[src/rtl/holy_core_pkg.sv]
// Shared types and constants for the HOLY core pipeline.
// Holds the fetch FSM encoding and fetch-address helpers.
package holy_core_pkg;

    typedef enum logic [1:0] {
        S_REQ,
        S_WAIT,
        S_HOLD
    } fetch_state_t;

    localparam logic [31:0] DEFAULT_RESET_PC = 32'h0000_0000;
    localparam int unsigned INSTR_WORD_BYTES = 4;

    function automatic logic [31:0] word_align(input logic [31:0] addr);
        return {addr[31:2], 2'b00};
    endfunction

endpackage

[src/rtl/fetch_unit.sv]
// Instruction fetch stage: owns the fetch PC, issues one imem request at a time
// and buffers a single fetched instruction toward decode, honouring redirects.
module fetch_unit
    import holy_core_pkg::*;
#(
    parameter logic [31:0] RESET_PC = DEFAULT_RESET_PC
) (
    input  logic        clk,
    input  logic        rst_n,

    output logic        imem_req_valid,
    input  logic        imem_req_ready,
    output logic [31:0] imem_req_addr,
    input  logic        imem_rsp_valid,
    input  logic [31:0] imem_rsp_data,

    output logic        instr_valid,
    input  logic        instr_ready,
    output logic [31:0] instr,
    output logic [31:0] instr_pc,
    output logic [31:0] instr_pc_plus4,

    input  logic        redirect_valid,
    input  logic [31:0] redirect_target
);

    fetch_state_t state_q, state_d;
    logic [31:0]  fetch_pc_q, fetch_pc_d;
    logic         pend_q, pend_d;
    logic [31:0]  pend_target_q, pend_target_d;
    logic [31:0]  instr_q, instr_d;
    logic [31:0]  instr_pc_q, instr_pc_d;
    // Low for the reset cycle so no request is shown while rst_n is asserted.
    logic         run_q;

    logic [31:0]  target_aligned;
    logic         req_fire;

    assign target_aligned = word_align(redirect_target);
    assign req_fire       = imem_req_valid && imem_req_ready;

    always_ff @(posedge clk or negedge rst_n) begin
        if (!rst_n) begin
            state_q       <= S_REQ;
            fetch_pc_q    <= RESET_PC;
            pend_q        <= 1'b0;
            pend_target_q <= 32'h0;
            instr_q       <= 32'h0;
            instr_pc_q    <= 32'h0;
            run_q         <= 1'b0;
        end else begin
            state_q       <= state_d;
            fetch_pc_q    <= fetch_pc_d;
            pend_q        <= pend_d;
            pend_target_q <= pend_target_d;
            instr_q       <= instr_d;
            instr_pc_q    <= instr_pc_d;
            run_q         <= 1'b1;
        end
    end

    always_comb begin
        state_d       = state_q;
        fetch_pc_d    = fetch_pc_q;
        pend_d        = pend_q;
        pend_target_d = pend_target_q;
        instr_d       = instr_q;
        instr_pc_d    = instr_pc_q;

        unique case (state_q)
            S_REQ: begin
                // The in-flight address stays put; the redirect is parked until the response.
                if (redirect_valid) begin
                    pend_d        = 1'b1;
                    pend_target_d = target_aligned;
                end
                if (req_fire) begin
                    state_d = S_WAIT;
                end
            end
            S_WAIT: begin
                if (imem_rsp_valid) begin
                    state_d = S_REQ;
                    if (!pend_q && !redirect_valid) begin
                        instr_d    = imem_rsp_data;
                        instr_pc_d = fetch_pc_q;
                        state_d    = S_HOLD;
                    end else if (redirect_valid) begin
                        fetch_pc_d = target_aligned;
                        pend_d     = 1'b0;
                    end else begin
                        fetch_pc_d = pend_target_q;
                        pend_d     = 1'b0;
                    end
                end else if (redirect_valid) begin
                    pend_d        = 1'b1;
                    pend_target_d = target_aligned;
                end
            end
            S_HOLD: begin
                // The held instruction caused the redirect, so its target beats pc + 4.
                if (redirect_valid) begin
                    fetch_pc_d = target_aligned;
                    state_d    = S_REQ;
                end else if (instr_ready) begin
                    fetch_pc_d = fetch_pc_q + 32'(INSTR_WORD_BYTES);
                    state_d    = S_REQ;
                end
            end
            default: begin
                state_d = S_REQ;
            end
        endcase
    end

    always_comb begin
        imem_req_valid = run_q && (state_q == S_REQ);
        imem_req_addr  = fetch_pc_q;
        instr_valid    = (state_q == S_HOLD);
        instr          = instr_q;
        instr_pc       = instr_pc_q;
        instr_pc_plus4 = instr_pc_q + 32'(INSTR_WORD_BYTES);
    end

    a_addr_aligned: assert property (@(posedge clk) disable iff (!rst_n)
        imem_req_addr[1:0] == 2'b00);

    a_req_stable: assert property (@(posedge clk) disable iff (!rst_n)
        imem_req_valid && !imem_req_ready |=> imem_req_valid && $stable(imem_req_addr));

    a_instr_stable: assert property (@(posedge clk) disable iff (!rst_n)
        instr_valid && !instr_ready |=> $stable(instr) && $stable(instr_pc));

    a_rsp_outstanding: assert property (@(posedge clk) disable iff (!rst_n)
        imem_rsp_valid |-> state_q == S_WAIT);

endmodule

[config.mk]
export PLATFORM = sky130hd
export DESIGN_NAME = fetch_unit
export DESIGN_NICKNAME = d
export VERILOG_FILES = /design/src/rtl/holy_core_pkg.sv /design/src/rtl/fetch_unit.sv
export SDC_FILE = /design/constraint.sdc
export NUM_CORES = 1
export LEC_CHECK = 0
export ABC_AREA = 1
export CAP_MARGIN = 20
export CORE_MARGIN = 10
export CORE_UTILIZATION = 44
export DETAILED_ROUTE_END_ITERATION = 8
export GPL_TIMING_DRIVEN = 0
export PLACE_DENSITY_LB_ADDON = 0.08
export SYNTH_ARGS = -nofsm -noshare
export SYNTH_HDL_FRONTEND = slang
export SYNTH_SLANG_ARGS = --single-unit
[constraint.sdc]
create_clock -name clk -period 1.5 [get_ports clk]
set_input_delay 0.225 -clock clk [delete_from_list [all_inputs] [get_ports clk]]
set_output_delay 0.225 -clock clk [all_outputs]
set_load 0.03 [all_outputs]
; After elaboration in Yosys (flattened, before gate mapping)
; Cells that the tools add are included.
[totals]
rom_bits = 0
latchBits = 0
ff_bits = 132
elab_cells = 48
memories = 0
ram_bits = 0
[op_classes]
shifts = 0
order_cmp = 0
eq_ne = 8
n_div = 0
add_sub_neg = 2
multipliers = 0
n_reduce_logical = 13
n_bitwise = 0
muxes = 18
[op_table]
columns = operator, count
row1 = 32-bit 2-to-1 mux, 6
row2 = 32-bit case mux with 2 select lines, 2
row3 = 32-bit by 3-bit adder with 32-bit output (second input constant), 2
row4 = 2-bit 2-to-1 mux, 5
row5 = 2-bit inequality test (second input constant), 4
row6 = 2-bit case mux with 3 select lines, 1
row7 = 3-bit AND reduction, 2
row8 = 2-bit AND reduction, 2
row9 = 4-bit AND reduction, 1
row10 = 2-bit nonzero test, 2
row11 = 1-bit logical AND, 3
row12 = 1-bit 2-to-1 mux, 3
row13 = 3-bit by 1-bit inequality test with 1-bit output (second input constant), 1
row14 = 3-bit inequality test (second input constant), 1
row15 = 2-bit by 1-bit equality test with 1-bit output (second input constant), 1
row16 = 2-bit equality test (second input constant), 1
row17 = 1-bit zero test, 2
row18 = 2-bit zero test, 1
row19 = 1-bit case mux with 2 select lines, 1

; Longest topological paths before layout
[logic_depth]
word_depth = 5
ltp_mapped = 11
ltp_nobuf = 10

; Worst setup path after synthesis
; No wires, ideal clock.
[synth_path]
path_type = reg-to-output
from = register instr_pc_q[2], in the netlist instr_pc[2]
to = output port instr_pc_plus4[20]
path_stages_with_launch = 10
arrival_time_ps = 1991
slack_ps = -716
cell_sequence = dfrtp_1 -> ha_1 -> nand2_1 -> nor2_2 -> nand3_2 -> inv_2 -> and2_4 -> nand2_2 -> nor2_2 -> xor2_1
[synth_between]
elab_chain_cells = 1
[synth_lines]
columns = element, line_no
row1 = start: declaration, fetch_unit.sv:32  ; logic [31:0] instr_pc_q, instr_pc_d;
row2 = start signal: assignment, fetch_unit.sv:57  ; instr_pc_q <= instr_pc_d;
row3 = 32-bit by 3-bit adder with 32-bit output, fetch_unit.sv:122  ; instr_pc_plus4 = instr_pc_q + 32'(INSTR_WORD_BYTES);
row4 = end: declaration, fetch_unit.sv:21  ; output logic [31:0] instr_pc_plus4,
; No other way between the ends.

; Worst setup path after layout
[layout_path]
from = register instr_pc_q[2], in the netlist instr_pc[2]
to = output port instr_pc_plus4[22]
; Same word-level chain as after synthesis.

==> flow_summary.ini <==
[outcome]
status = finished, violations left
violations = negative setup slack

[power]
seq_power_share_pct = 23.5
p_sw_mw = 15.3
p_int_mw = 16.7
p_sw_share_pct = 47.8
ir_worst_vdd_v = 0.00155
clkPwrFrac_pct = 13.2
p_leak_nw = 6.06
total_power_mw = 32.0
power_frac_comb_pct = 63.2
powerDensity_mw_per_mm2 = 2400

[finish]
nFillCells = 880
nets = 1292
drive_above_1_share_pct = 53.6
syn2layout_area_growth_pct = 86.4
antenna_cells = 0

[synth]
syn-num-nets = 952
yosysTopAreaCell = dfrtp_1
yosysUniqueCellTypes = 39
synth_area_per_cell_um2 = 8.14
synth_seq_cells = 132
yosysSeqAreaShare_pct = 46.3
synthTopCellsByArea = dfrtp_1 46%, nand2_1 13%, nor2_1 4.9%, mux2_2 3.8%, inv_1 3.6%
syn-cell-area_mm2 = 0.00714
yosysWarnings = 0
yosys.area.top_type_share_pct = 46.3
syn_inst = 877

[setup_path]
critPathTopFamily = buffers and inverters
crit_chain = ha_4 > nand2_4 > nor2_4 > buf_4 > buf_6 > inv_2 > buf_4 > nor3_4 > xor2_2 > buf_6
critPathMaxFanout = 3
critPathMaxStageDelay_ns = 0.41
critical_path_arrival_ns = 2.10
reg2reg_slack_ns = -0.35
critPathCaptureType = primary output
cp-start-kind = flip-flop
crit_slowest_cell = dfrtp_2
criticalPathCategory = flip-flop to primary output
critPathRequiredTime_ns = 1.27
worst-path-buf-inv = 5

[die]
pin_count = 200
fp.dieW_um = 147
fp.dieArea_mm2 = 0.0217
start_util_pct = 45.0
die-height_um = 147
rows = 46
core_area_mm2 = 0.0159

[detailed_routing]
via_per_inst = 5.50
routed_wl_um = 31200
drc = 0
ant_nets = 0
wl_per_cell_um = 21.6
dr.pass1.iters = 5
drtIter0Drc = 624
vias = 7943

[sta]
drv_slew = 0
clock.fmax_mhz = 431
timing.hold.ws_ns = 0.166
timing.final.crit_share_pct = 155
slew_headroom_pct = 50.2
rsz0062_at_grt = true
clock_skew_ns = 0.00788
worst_slack_ns = -0.820
min_period_ns = 2.32
final-setup-viol-count = 161
hold_viol_final = 0
worst_pin_slew_ns = 0.748

[clocking]
cts_max_level = 4
ctsLongestPathBuffers = 2
tritoncts = yes
cts_buffers = 17
cts_sinks = 132
root_buffer = clkbuf_16
clk_pin_slew_ns = 0.06
clock_latency_ns = 0.44

[min_path]
hold_class = input pin to flip-flop

[place]
io_buffers = 196
place.gp.congestion = 0.909
dp_slack_ns = -0.981
hpwl_um = 17700

[flow_run]
drv_cap = 0

[global_route]
grt.overflow.total = 0
grt_pass1_vias = 7678
grt_start_max_net_pins = 93
antenna_found_initial = 0
grt_pass1_wl_um = 42100
grtUsageTotal_pct = 24.4
-- state kept, by name (all words and copies together) (netlist names) --
signal	flops
pend_target_q	32
state_q	2
instr	32
pend_q	1
instr_pc	32
run_q	1
imem_req_addr	32
-- synth_stat cells --
cell type	instances
nand2_1	252
dfrtp_1	132
nor2_1	93
inv_1	69
o21ai_0	51
nand3_1	36
a21oi_1	24
mux2_2	24
xor2_1	19
a22oi_1	16
o21ai_1	15
buf_2	14
clkbuf_1	12
nand4_1	12
inv_2	10
mux2_4	10
nand2_2	10
nor2_2	10
xnor2_1	10
nor2_4	8
a31oi_1	6
nor3_1	6
o22ai_1	6
ha_1	5
nand3b_1	5
buf_6	3
nor4_1	3
a21boi_0	2
and2_1	2
buf_4	2
nand2_4	2
a211oi_1	1
a21oi_2	1
and2_4	1
conb_1	1
nand3_2	1
nand4_4	1
nor2_8	1
nor4_2	1
-- routing by layer --
layer / vias up / wire length, um / track usage [%]
li1: 3531 / - / -
met1: 3839 / 11700 / 28.9
met2: 455 / 15900 / 42.0
met3: 118 / 2240 / 5.31
met4: 0 / 1420 / 9.86
met5: - / 0 / 0
-- stage by stage --
stage | setup TNS [ns] | cell area (um^2) | utilization [%] | instances
5_1_grt | -44.61 | 13300 | 83.8 | 1445
6_report | -36.31 | 13300 | 83.8 | 1445
2_1_floorplan | -4.58 | 7680 | - | 877
3_3_place_gp | -736.68 | 9910 | 62.4 | 1289
4_1_cts | -29.00 | 12300 | 77.6 | 1416
3_5_place_dp | -50.93 | 9940 | 62.6 | 1290
-- final timing paths --
| path | startpoint | end | cells past startpoint |
|---|---|---|---|
| worst max-delay path | instr_pc[2] | instr_pc_plus4[22] | 10 |
| worst min-delay path | redirect_valid | pend_target_q[31] | 4 |
| worst max register to register | state_q[0] | imem_req_addr[12] | 12 |
| worst min register to register | pend_target_q[19] | pend_target_q[19] | 2 |
| max in group asynchronous | rst_n | instr_pc[25] | 3 |
| min in group asynchronous | rst_n | run_q | 2 |
-- power by group through the flow --
| stage | clock [mW] | sequential, mW | combinational, mW |
|---|---|---|---|
| detailed placement | 0 | 7.37 | 13.4 |
| finish | 4.23 | 7.52 | 20.2 |
| global placement | 0 | 7.32 | 13.1 |
| floorplan | 0 | 9.41 | 5.80 |
| global route | 4.36 | 7.73 | 21.1 |
| CTS | 4.18 | 7.12 | 17.6 |
-- layout by cell type (no fill, tap or decap), types with 26 or more instances in the layout --
cell / n
nand2_1: 172
dfrtp_1: 86
buf_4: 75
buf_6: 67
clkdlybuf4s50_1: 65
inv_1: 55
nand2_2: 52
nor2_4: 46
dfrtp_2: 46
nor2_1: 40
dlygate4sd2_1: 38
o21ai_2: 37
nand2_4: 33
nand3_1: 32
mux2_4: 26
-- logic make-up (layout without fill, tap and decap cells) --
group	count (synthesis)	count (layout)	synth area share, %
flip-flops	132	132	46.3
AO/OA/AOI/OAI	122	122	9.48
buffers and inverters	110	460	6.45
AND/OR/NAND/NOR	444	446	27.4
other	1	1	0.0525
adder cells (fa/ha/maj)	5	5	0.876
XOR/XNOR	29	29	3.56
multiplexers	34	34	5.89
-- layout make-up --
class                      instances  area [um^2]  share of cell area (%)
inverter                          79          359                    2.70
timing repair buffer             324         3220                    24.2
tap                              216          270                    2.03
multi-input combinational        637         5140                    38.6
buffer                            26          373                    2.80
clock inverter                     8          100                   0.752
sequential                       132         3360                    25.2
clock buffer                      23          488                    3.67
-- worst reg2reg max path: cells and delay by family (launching register included) --
kind / cells / cell delay, ns
AO/OA/AOI/OAI: 2 / 0.33
buffers and inverters: 5 / 0.52
adder cells (fa/ha/maj): 1 / 0.18
AND/OR/NAND/NOR: 4 / 0.27
flip-flops: 1 / 0.41
-- timing repair --
action | in CTS | in global routing
gates resized for setup | 741 | 288
hold buffers | 1 | 0
pin swaps | 38 | 63
cloned | 18 | 2
setup endpoints to repair | 258 | 184
buffers inserted | 76 | 47
hold endpoints to repair | 40 | 0
No activity file was read; power rests on OpenSTA's default activity.
